$ cat src/rtl/lsu_master.sv
// rtl/lsu_master.sv - load/store initiator between the MEM stage and a word-organised memory port
module lsu_master #(
    parameter int DM_ADDRESS = 9,
    parameter int DATA_W     = 32
) (
    input  logic                  clk,
    input  logic                  rst_n,
    input  logic                  MemRead,
    input  logic                  MemWrite,
    input  logic [2:0]            Funct3,
    input  logic [DM_ADDRESS-1:0] a,
    input  logic [DATA_W-1:0]     wd,
    output logic [DATA_W-1:0]     rd,
    output logic                  stall,
    output logic                  misaligned,
    output logic                  mem_req,
    output logic                  mem_we,
    output logic [DM_ADDRESS-1:0] mem_addr,
    output logic [3:0]            mem_be,
    output logic [DATA_W-1:0]     mem_wdata,
    input  logic [DATA_W-1:0]     mem_rdata,
    input  logic                  mem_ack
);

    typedef enum logic [1:0] {IDLE, REQ, DONE} state_t;

    state_t            state;
    logic [2:0]        f3_q;
    logic [1:0]        off_q;
    logic              access;
    logic              is_byte;
    logic              is_half;
    logic              aligned;
    logic              start;
    logic [3:0]        be_n;
    logic [DATA_W-1:0] wdata_n;
    logic [DATA_W-1:0] shifted;
    logic [DATA_W-1:0] load_fmt;

    // Size comes from Funct3[1:0]; codes 011/110/111 fall through to word.
    assign access  = MemRead | MemWrite;
    assign is_byte = (Funct3[1:0] == 2'b00);
    assign is_half = (Funct3[1:0] == 2'b01);
    assign aligned = is_byte
                   | (is_half & ~a[0])
                   | (~is_byte & ~is_half & (a[1:0] == 2'b00));

    assign start      = rst_n && (state == IDLE) && access && aligned;
    assign stall      = start || (rst_n && (state == REQ));
    assign misaligned = rst_n && (state == IDLE) && access && !aligned;

    always_comb begin
        be_n    = 4'b0000;
        wdata_n = '0;
        if (!MemRead) begin
            if (is_byte) begin
                be_n    = 4'b0001 << a[1:0];
                wdata_n = {4{wd[7:0]}};
            end else if (is_half) begin
                be_n    = 4'b0011 << a[1:0];
                wdata_n = {2{wd[15:0]}};
            end else begin
                be_n    = 4'b1111;
                wdata_n = wd;
            end
        end
    end

    assign shifted = mem_rdata >> {off_q, 3'b000};

    always_comb begin
        load_fmt = shifted;
        case (f3_q)
            3'b000:  load_fmt = {{24{shifted[7]}}, shifted[7:0]};
            3'b100:  load_fmt = {24'b0, shifted[7:0]};
            3'b001:  load_fmt = {{16{shifted[15]}}, shifted[15:0]};
            3'b101:  load_fmt = {16'b0, shifted[15:0]};
            default: load_fmt = shifted;
        endcase
    end

    always_ff @(posedge clk or negedge rst_n) begin
        if (!rst_n) begin
            state     <= IDLE;
            rd        <= '0;
            mem_req   <= 1'b0;
            mem_we    <= 1'b0;
            mem_be    <= 4'b0000;
            mem_wdata <= '0;
            mem_addr  <= '0;
            f3_q      <= 3'b000;
            off_q     <= 2'b00;
        end else begin
            case (state)
                IDLE: begin
                    if (access) begin
                        if (aligned) begin
                            state     <= REQ;
                            mem_req   <= 1'b1;
                            mem_we    <= ~MemRead;
                            mem_be    <= be_n;
                            mem_wdata <= wdata_n;
                            mem_addr  <= {a[DM_ADDRESS-1:2], 2'b00};
                            f3_q      <= Funct3;
                            off_q     <= a[1:0];
                        end else begin
                            rd <= '0;
                        end
                    end
                end
                REQ: begin
                    // mem_* stay frozen until the ack; only the read path updates rd.
                    if (mem_ack) begin
                        mem_req <= 1'b0;
                        if (!mem_we) begin
                            rd <= load_fmt;
                        end
                        state <= DONE;
                    end
                end
                DONE:    state <= IDLE;
                default: state <= IDLE;
            endcase
        end
    end

endmodule

$ cat config.mk
export PLATFORM = sky130hd
export DESIGN_NAME = lsu_master
export DESIGN_NICKNAME = d
export VERILOG_FILES = /design/src/rtl/lsu_master.sv
export SDC_FILE = /design/constraint.sdc
export NUM_CORES = 1
export LEC_CHECK = 0
export CELL_PAD_IN_SITES_DETAIL_PLACEMENT = 0
export CELL_PAD_IN_SITES_GLOBAL_PLACEMENT = 1
export CORE_MARGIN = 1.5
export CORE_UTILIZATION = 48
export CTS_CLUSTER_SIZE = 20
export DETAILED_ROUTE_END_ITERATION = 6
export DONT_BUFFER_PORTS = 1
export PLACE_DENSITY = 0.92
export SLEW_MARGIN = 30
export SYNTH_ARGS = -nofsm -noshare
export SYNTH_HDL_FRONTEND = slang
export SYNTH_SLANG_ARGS = --single-unit
$ cat constraint.sdc
create_clock -name clk -period 2.1 [get_ports clk]
set_input_delay 0.21 -clock clk [delete_from_list [all_inputs] [get_ports clk]]
set_output_delay 0.21 -clock clk [all_outputs]
set_load 0.005 [all_outputs]
Word-level counts from Yosys, hierarchy flattened
Cells that the tools add are included.
Widths: inputs -> output; s select.
{ "totals": {"ff_bits": 84, "latchBits": 0, "memories": 0, "ram_bits": 0, "mem_bits_ro": 0, "output_inout_bits": 81} }
{ "op_classes": {"multipliers": 0, "n_shift": 3, "n_bitwise": 10, "n_eq_ne": 10, "muxes": 20, "addsub": 0, "reduce_logical": 16, "div": 0, "n_lt_le_gt_ge": 0} }
{ "op_table": {"columns": ["op", "count"], "rows": [
  ["$mux 32", 7],
  ["$pmux 32 s4", 1],
  ["$pmux 32 s2", 1],
  ["$shr 32x5->32", 1],
  ["$mux 4", 3],
  ["$ne 2x2->1 const B", 5],
  ["$eq 3x3->1 const B", 2],
  ["$logic_not 2->1", 3],
  ["$mux 2", 3],
  ["$reduce_and 3->1", 2],
  ["$logic_and 1x1->1", 5],
  ["$reduce_and 5->1", 1],
  ["$eq 2x1->1 const B", 2],
  ["$not 1->1", 4],
  ["$pmux 2 s2", 1],
  ["$reduce_and 4->1", 1],
  ["$shl 1x2->4 const A", 1],
  ["$shl 2x2->4 const A", 1],
  ["$and 1x1->1", 3],
  ["$eq 3x1->1 const B", 1],
  ["$logic_not 3->1", 1],
  ["$mux 1", 3],
  ["$or 1x1->1", 3],
  ["$pmux 1 s2", 1],
  ["3 further kinds", 3]
]} }

Depth between registers and ports, before layout
Gate-level depths: netlist of run 1.
{ "logic_depth": {"word_depth": 8, "depth_mapped": 7} }

Worst setup path before layout of run 1
OpenSTA, ideal clock, no wires.
{ "synth_path": {"path_kind": "register to register", "startpoint": "reg off_q[1]", "endpoint": "reg rd[17]", "t_required_ns": 1.974, "arrival_ns": 1.585, "n_path_buf": 2, "stages_incl_launch_ff": 6, "synth_period_minus_slack_ns": 1.711, "setup_ns": 0.126, "slack_ns": 0.389, "path_cell_list": "dfrtp_1 buf_6 mux4_2 o211a_4 buf_6 a221o_1"} }
{ "synth_via": {"elab_chain_cells": 5} }
{ "synth_lines": {"columns": ["element", "line", "source"], "rows": [
  ["start, declared", "29", "logic [1:0] off_q;"],
  ["start signal, assigned", "105", "off_q <= a[1:0];"],
  ["$shr 32x5->32", "69", "assign shifted = mem_rdata >> {off_q, 3'b000};"],
  ["$pmux 32 s4", "73", "case (f3_q)"],
  ["$mux 32", "115", "if (!mem_we) begin"],
  ["$mux 32", "113", "if (mem_ack) begin"],
  ["$pmux 32 s2", "94", "case (state)"],
  ["end signal, assigned", "116", "rd <= load_fmt;"],
  ["end, declared", "13", "output logic [DATA_W-1:0] rd,"]
]} }
Every way passes these cells. The select of a mux whose other input is x is not followed.
A chain may end at the register's enable or synchronous reset.

Worst setup path after layout of run 1
{ "layout_path": {"startpoint": "reg state[0]", "endpoint": "out stall"} }
{ "layout_via": {"elab_chain_cells": 5, "word_cells_on_any_way": 7, "classes_between": "eq/ne (1); reduce/logical (6)"} }
{ "layout_lines": {"columns": ["element", "line", "source"], "rows": [
  ["start, declared", "27", "state_t state;"],
  ["start signal, assigned", "84", "state <= IDLE;"],
  ["start signal, assigned", "98", "state <= REQ;"],
  ["start signal, assigned", "118", "state <= DONE;"],
  ["$logic_not 2->1", "48", "assign start = rst_n && (state == IDLE) && access && aligned;"],
  ["$logic_and 1x1->1 (3 in series)", "48", null],
  ["$logic_or 1x1->1 *", "49", "assign stall = start || (rst_n && (state == REQ));"],
  ["end, declared", "14", "output logic stall,"]
]} }
Mark *: on every way between the ends. The rest lies on a longest branch, timed or not.

==> impl_results.md, run 1 <==
* Run status: finished, violations left
* Violated checks: hold timing
* Hold Vio Cnt, Final at 84
* Setup TNS at 0 ns
* Via count of the first global-routing pass at 3189
* Full die area at 0.00940 mm²
* Number of rows in the core area at 34
* Wire length reported by the detailed router at 10.4 mm
* Kind of cell adding the most delay to the critical path: flip-flops
* Wire length of the first global-routing pass at 16.9 mm
* Number of inserted diodes at 0
* RePlAce Congestion at 0.901
* Hpwl dp at 7.24 mm
* Count of state elements after synthesis at 84
* Power density relative to cell area at 1260 mW/mm²
* I/O pins at 162
* Pin slew with the least headroom to its limit at 0.553 ns
* Initial antenna violation count at 0
* Number of enable-type register cells in the synthesized netlist at 0
* Final #Nets at 477
* Unrepaired setup endpoints after global routing: no
* Global Route Usage Sum at 22.6%
* Fraction of layout cells with a size suffix above 1 at 13.4%
* Commonest cells after routing, fill and taps aside: dfrtp_1 (84), nand2_1 (46), mux2i_1 (39)
* Clock Path Buffers at 2
* Maximum fanout along the worst path at 75
* Port Buffers at 0
* Core Region at 0.00864 mm²
* Number of routed nets with antenna violations at 0
* Die height at 96.9 µm
* Clock Pin Slew Worst Setup and Hold Paths at 0.09 ns
* Critical setup path kind: reg -> out
* Sink count of the clock tree at 84
* Root buffer cell: clkbuf_8
* Clock H-tree levels at 3
* Post-detailed-route DRC marker count at 0
* Data arrival time at the worst-slack endpoint at 1.68 ns
* Share of synthesized area occupied by flip-flops and latches at 49.6%
* Ys async rst share at 100%
* Warning count from the yosys run at 0
* Maximum vdd ir drop at 477 µV
* Top area cells in the synthesized netlist: dfrtp_1 (50%), mux2i_1 (9.2%), o31ai_1 (5.0%)
* Sum of buffers and inverters on the critical path at 1
* Max-cap violations at 0
* Post-route clock period utilization at 89.8%
* Min-delay worst type: in -> async
* Max Transition Viols Final at 0
* Max Clock Freq at 530 MHz
* Largest stage delay on the critical path at 0.45 ns
* Clock buffers created by TritonCTS at 9
* Setup-violating endpoint count in the final report at 0
* Pin count of the biggest net entering global routing at 87
* Cells after Synth at 389
* Global route overflow at 0
* Total standard cell area after synthesis at 0.00424 mm²
* Post-synth top flop: dfrtp_1
* Via density per instance at 6.10
* Worst Path Required at 1.89 ns
* 1st-pass router iterations at 4
* Clock period minus worst slack at 1.89 ns
* Number of distinct standard cells referenced by the synthesized netlist at 37
* Post-synth top area cell: dfrtp_1
* Insertion delay of the later-clocked pin in the worst-skew pair at 0.34 ns
* Standard cell with the maximum stage delay on the critical path: dfrtp_1
* Area share of the largest cell type after synthesis at 49.6%
* Average wire per cell in the routed design at 20.7 µm
* Most common cell after layout, fill and taps aside: dfrtp_1
* Buffer count from post-CTS setup fixing at 0
* Sort of element at the start of the critical path: flip-flop
* Kind of end point of the critical path: output pin
* Clock tree from TritonCTS: yes
* Max-slew headroom at 63.2%
* Worst hold margin at -0.440 ns
* Layout Area Growth over Synthesis at 11.7%
* DR vias at 3083
* Die X-Extent at 96.9 µm
* Detailed router's first-iteration violation count at 161
* Reported leakage power at 2.09 nW
* Post-Syn Area per Cell at 10.9 µm²
* Post-cts gate resize count at 0
* Final clock skew at 0.0110 ns
* Initial core utilization at 49.0%
* Series of cell instances along the critical path: nor2_1 > o2111ai_4 > buf_12 > a21boi_0
stage by stage:
stage          utilization, %  worst slack (ns)  cell area (µm²)  power, mW  std cells
2_1_floorplan               -             0.389             4240       4.10        390
3_3_place_gp             50.0             0.279             4320       4.46        472
3_5_place_dp             50.0             0.218             4320       4.54        472
4_1_cts                  54.7             0.160             4730       5.99        504
5_1_grt                  54.8            0.0867             4730       6.31        505
6_report                 54.8             0.214             4730       5.94        505
synth_stat cells, types with 2 or more instances:
library cell,count
dfrtp_1,84
nand2_1,46
mux2i_1,39
o31ai_1,28
o21ai_0,27
clkbuf_1,21
a21oi_1,18
mux2_2,18
a221o_1,16
nor2_1,15
nand2b_1,10
nand3b_1,9
a22o_1,8
o2bb2ai_1,8
buf_2,7
buf_4,4
ha_1,4
inv_1,4
a211oi_1,2
buf_6,2
nor2b_1,2
nor3b_2,2
sequential cells by signal (all words and copies together) (netlist names):
| name | count |
|---|---|
| f3_q | 3 |
| mem_addr | 7 |
| mem_be | 4 |
| mem_req | 1 |
| mem_wdata | 32 |
| mem_we | 1 |
| off_q | 2 |
| rd | 32 |
| state | 2 |
final cells by class:
| type | instances | area [µm²] |
|---|---|---|
| timing repair buffer | 26 | 258 |
| clock buffer | 11 | 141 |
| fill | 757 | 3910 |
| clock inverter | 5 | 108 |
| multi-input combinational | 267 | 1970 |
| tap | 108 | 135 |
| inverter | 4 | 15.0 |
| sequential | 84 | 2100 |
path summary, 6_finish.rpt:
path	from	to	slack, ns	cells after the start
worst max-delay path	state[0]	stall	0.21	4
worst min-delay path	rst_n	rd[25]	-0.44	0
worst max register to register	mem_we	rd[19]	0.39	5
worst min register to register	mem_wdata[9]	mem_wdata[9]	0.51	2
max in group asynchronous	rst_n	f3_q[0]	2.40	0
min in group clk	wd[7]	mem_wdata[7]	0.01	2
metal layers:
layer	up-vias	routed length (µm)	global-route usage (%)
met5	-	0	0
met4	0	226	9.25
met3	21	973	8.31
met2	155	5090	37.0
met1	1491	4160	26.9
li1	1416	-	-
kinds of logic after synthesis:
| family | after synthesis | share of synthesized area [%] |
|---|---|---|
| AOI/OAI and AO/OA | 112 | 19.4 |
| muxes | 58 | 14.5 |
| other | 1 | 0.0885 |
| buffers and inverters | 39 | 4.37 |
| DFF | 84 | 49.6 |
| adders and majority gates | 4 | 1.18 |
| and+or+nand+nor | 91 | 10.8 |
power breakdown:
part           internal, mW  switching, mW  total (mW)  leakage, nW
logic                 0.843          0.833        1.68        0.871
registers              2.27          0.585        2.85         1.09
clock network         0.830          0.582        1.41        0.124
timing repair:
item / in CTS / in global routing
hold endpoints to repair: 128 / 85
endpoints found under the setup margin: 0 / 0
hold buffers: 16 / 1
No activity file was read; power rests on OpenSTA's default activity.
==> run 2: changes to the inputs <==
--- a/config.mk
+++ b/config.mk
@@ -13,7 +13,6 @@
 export DETAILED_ROUTE_END_ITERATION = 6
 export DONT_BUFFER_PORTS = 1
 export PLACE_DENSITY = 0.92
-export SLEW_MARGIN = 30
 export SYNTH_ARGS = -nofsm -noshare
 export SYNTH_HDL_FRONTEND = slang
 export SYNTH_SLANG_ARGS = --single-unit
==> impl_results.md, run 2 (synthesis gave the netlist of run 1 again) <==
* Run status: finished, violations left
* Violated checks: hold timing
* Maximum vdd ir drop at 478 µV (+0.14%)
* Multi-input combinational cell area at 0.00197 mm² (unchanged)
* Wire length of the first global-routing pass at 16.9 mm (unchanged)
* Initial antenna violation count at 0 (unchanged)
* Insertion delay of the later-clocked pin in the worst-skew pair at 0.34 ns (about the same)
* Post-placement worst setup slack at 0.218 ns (unchanged)
* Final cell utilization of the core at 54.8% (+0.058 points)
* Max Transition Viols Final at 0 (unchanged)
* Port Buffers at 0 (unchanged)
* Max-cap violations at 0 (unchanged)
* Initial core utilization at 49.0% (unchanged)
* Pin slew with the least headroom to its limit at 1.12 ns (+0.565 ns)
* Area taken by flip-flops and latches at 0.00210 mm² (unchanged)
* Finished Cell Area at 0.00474 mm² (+0.11%)
* Worst hold margin at -0.441 ns (-0.000749 ns)
* Hpwl dp at 7.24 mm (unchanged)
* Number of routed nets with antenna violations at 0 (unchanged)
* Worst R2R Start: mem_we
* Final clock skew at 0.0114 ns (+0.000362 ns)
* Core Region at 0.00864 mm² (unchanged)
* Via count of the first global-routing pass at 3189 (unchanged)
* Biggest regs: mem_wdata: 32 flops, rd: 32 flops, mem_addr: 7 flops
* Post-cts gate resize count at 0 (unchanged)
* Final #Nets at 477 (unchanged)
* Detailed router's first-iteration violation count at 171 (+6.2%)
* Grt met1 use at 26.9% (unchanged)
* Wire length reported by the detailed router at 10.4 mm (about the same)
* Pin count of the biggest net entering global routing at 87 (unchanged)
* Data arrival time at the worst-slack endpoint at 1.68 ns (about the same)
* Number of rows in the core area at 34 (unchanged)
* Critical setup path kind: reg -> out
* Layout Area Growth over Synthesis at 11.8%
* Via density per instance at 6.10 (about the same)
* Min-delay worst type: in -> async
* Power density relative to cell area at 1250 mW/mm² (about the same)
* Met2 usage in global routing at 37.0% (unchanged)
* Die height at 96.9 µm (unchanged)
* Die X-Extent at 96.9 µm (unchanged)
* Clock H-tree levels at 3 (unchanged)
* RePlAce Congestion at 0.901 (unchanged)
* Number of fill cells in the layout at 756 (-0.13%)
* Clock tree from TritonCTS: yes
* Kind of end point of the critical path: output pin
* Post-route clock period utilization at 90.0% (+0.17 points)
* DP Area at 0.00432 mm² (unchanged)
* Fraction of layout cells with a size suffix above 1 at 13.1% (-0.25 points)
* Global Route Usage Sum at 22.6% (unchanged)
* DR vias at 3080 (-0.097%)
* Maximum fanout along the worst path at 75 (unchanged)
* Global route overflow at 0 (unchanged)
* Clock period minus worst slack at 1.89 ns (+0.00359 ns)
* Most common cell after layout, fill and taps aside: dfrtp_1
* GR Layer Usage met3 at 8.31% (unchanged)
* Sort of element at the start of the critical path: flip-flop
* Number of inserted diodes at 0 (unchanged)
* Average wire per cell in the routed design at 20.7 µm (about the same)
* Post-route setup slack at 0.210 ns (-0.00359 ns)
* Reg2Reg Capture Point: rd[19]
* Unrepaired setup endpoints after global routing: no
* Worst Reg2Reg Path Length in Cells at 5 (unchanged)
* Clock buffers created by TritonCTS at 9 (unchanged)
* Setup TNS at 0 ns (unchanged)
* Root buffer cell: clkbuf_8
* Full die area at 0.00940 mm² (unchanged)
* Max Clock Freq at 529 MHz (-0.19%)
* Commonest cells after routing, fill and taps aside: dfrtp_1 (84), nand2_1 (46), mux2i_1 (39)
* Sink count of the clock tree at 84 (unchanged)
* Setup-violating endpoint count in the final report at 0 (unchanged)
* Post-detailed-route DRC marker count at 0 (unchanged)
* Slack of the worst reg-to-reg path at 0.39 ns (about the same)
* Clock Path Buffers at 2 (unchanged)
* 1st-pass router iterations at 4 (unchanged)
* I/O pins at 162 (unchanged)
* Clock Pin Slew Worst Setup and Hold Paths at 0.09 ns (about the same)
* Max-slew headroom at 25.2% (-38 points)
* Hold Vio Cnt, Final at 84 (unchanged)
* Routing layer with the top usage in global route: met2
* Reported leakage power at 2.09 nW (about the same)
* Power Total at 5.94 mW (about the same)
* Worst Path Required at 1.89 ns (about the same)
## run 2: cell count changes in the layout (fill, tap and decap cells not counted), sizes merged
cell / change
buf: -1
dlygate4sd3: +1
## run 2: per-stage QoR
stage | hold slack [ns] | instances
after global routing | -0.473 | 505
after CTS | -0.462 | 504
final | -0.441 | 505
after detailed placement | -0.0819 | 472
after global placement | -0.0825 | 472
after floorplan | -0.0856 | 390
## run 2: how the worst max path moves through the flow
stage                        start     end  slack [ns]  cells past startpoint
after floorplan           off_q[1]  rd[17]        0.39                      5
after global placement        a[0]  rd[28]        0.28                      7
after detailed placement      a[0]  rd[29]        0.22                      7
after CTS                 state[0]   stall        0.16                      4
after global routing      state[0]   stall        0.09                      4
final                     state[0]   stall        0.21                      4
## run 2: cell type report
cell class                      instances  share of cell area (%)
Sequential cell                        84                    44.4
Tap cell                              108                    2.85
Timing Repair Buffer                   26                    5.55
Clock inverter                          5                    2.27
Clock buffer                           11                    2.99
Multi-Input combinational cell        267                    41.6
Inverter                                4                   0.317
## run 2: timing repair
item	4_1_cts	5_1_grt
hold endpoints to repair	128	85
setup buffers	0	0
hold buffers	16	1
## run 2: power by group
part | total, mW | switching (mW) | leakage [nW] | internal (mW)
combinational | 1.68 | 0.832 | 0.871 | 0.843
sequential | 2.85 | 0.586 | 1.09 | 2.27
clock | 1.41 | 0.583 | 0.124 | 0.830
## run 2: critical path, stage by stage, from the launching register on
cell	delay (ns)
dfrtp_1	0.45
nor2_1	0.20
o2111ai_4	0.15
buf_12	0.23
a21boi_0	0.30
## run 2: per-layer routing
layer | vias to the layer above | wire (µm)
met5 | - | 0
met3 | 22 | 983
met4 | 0 | 232
li1 | 1417 | -
met1 | 1487 | 4130
met2 | 154 | 5090
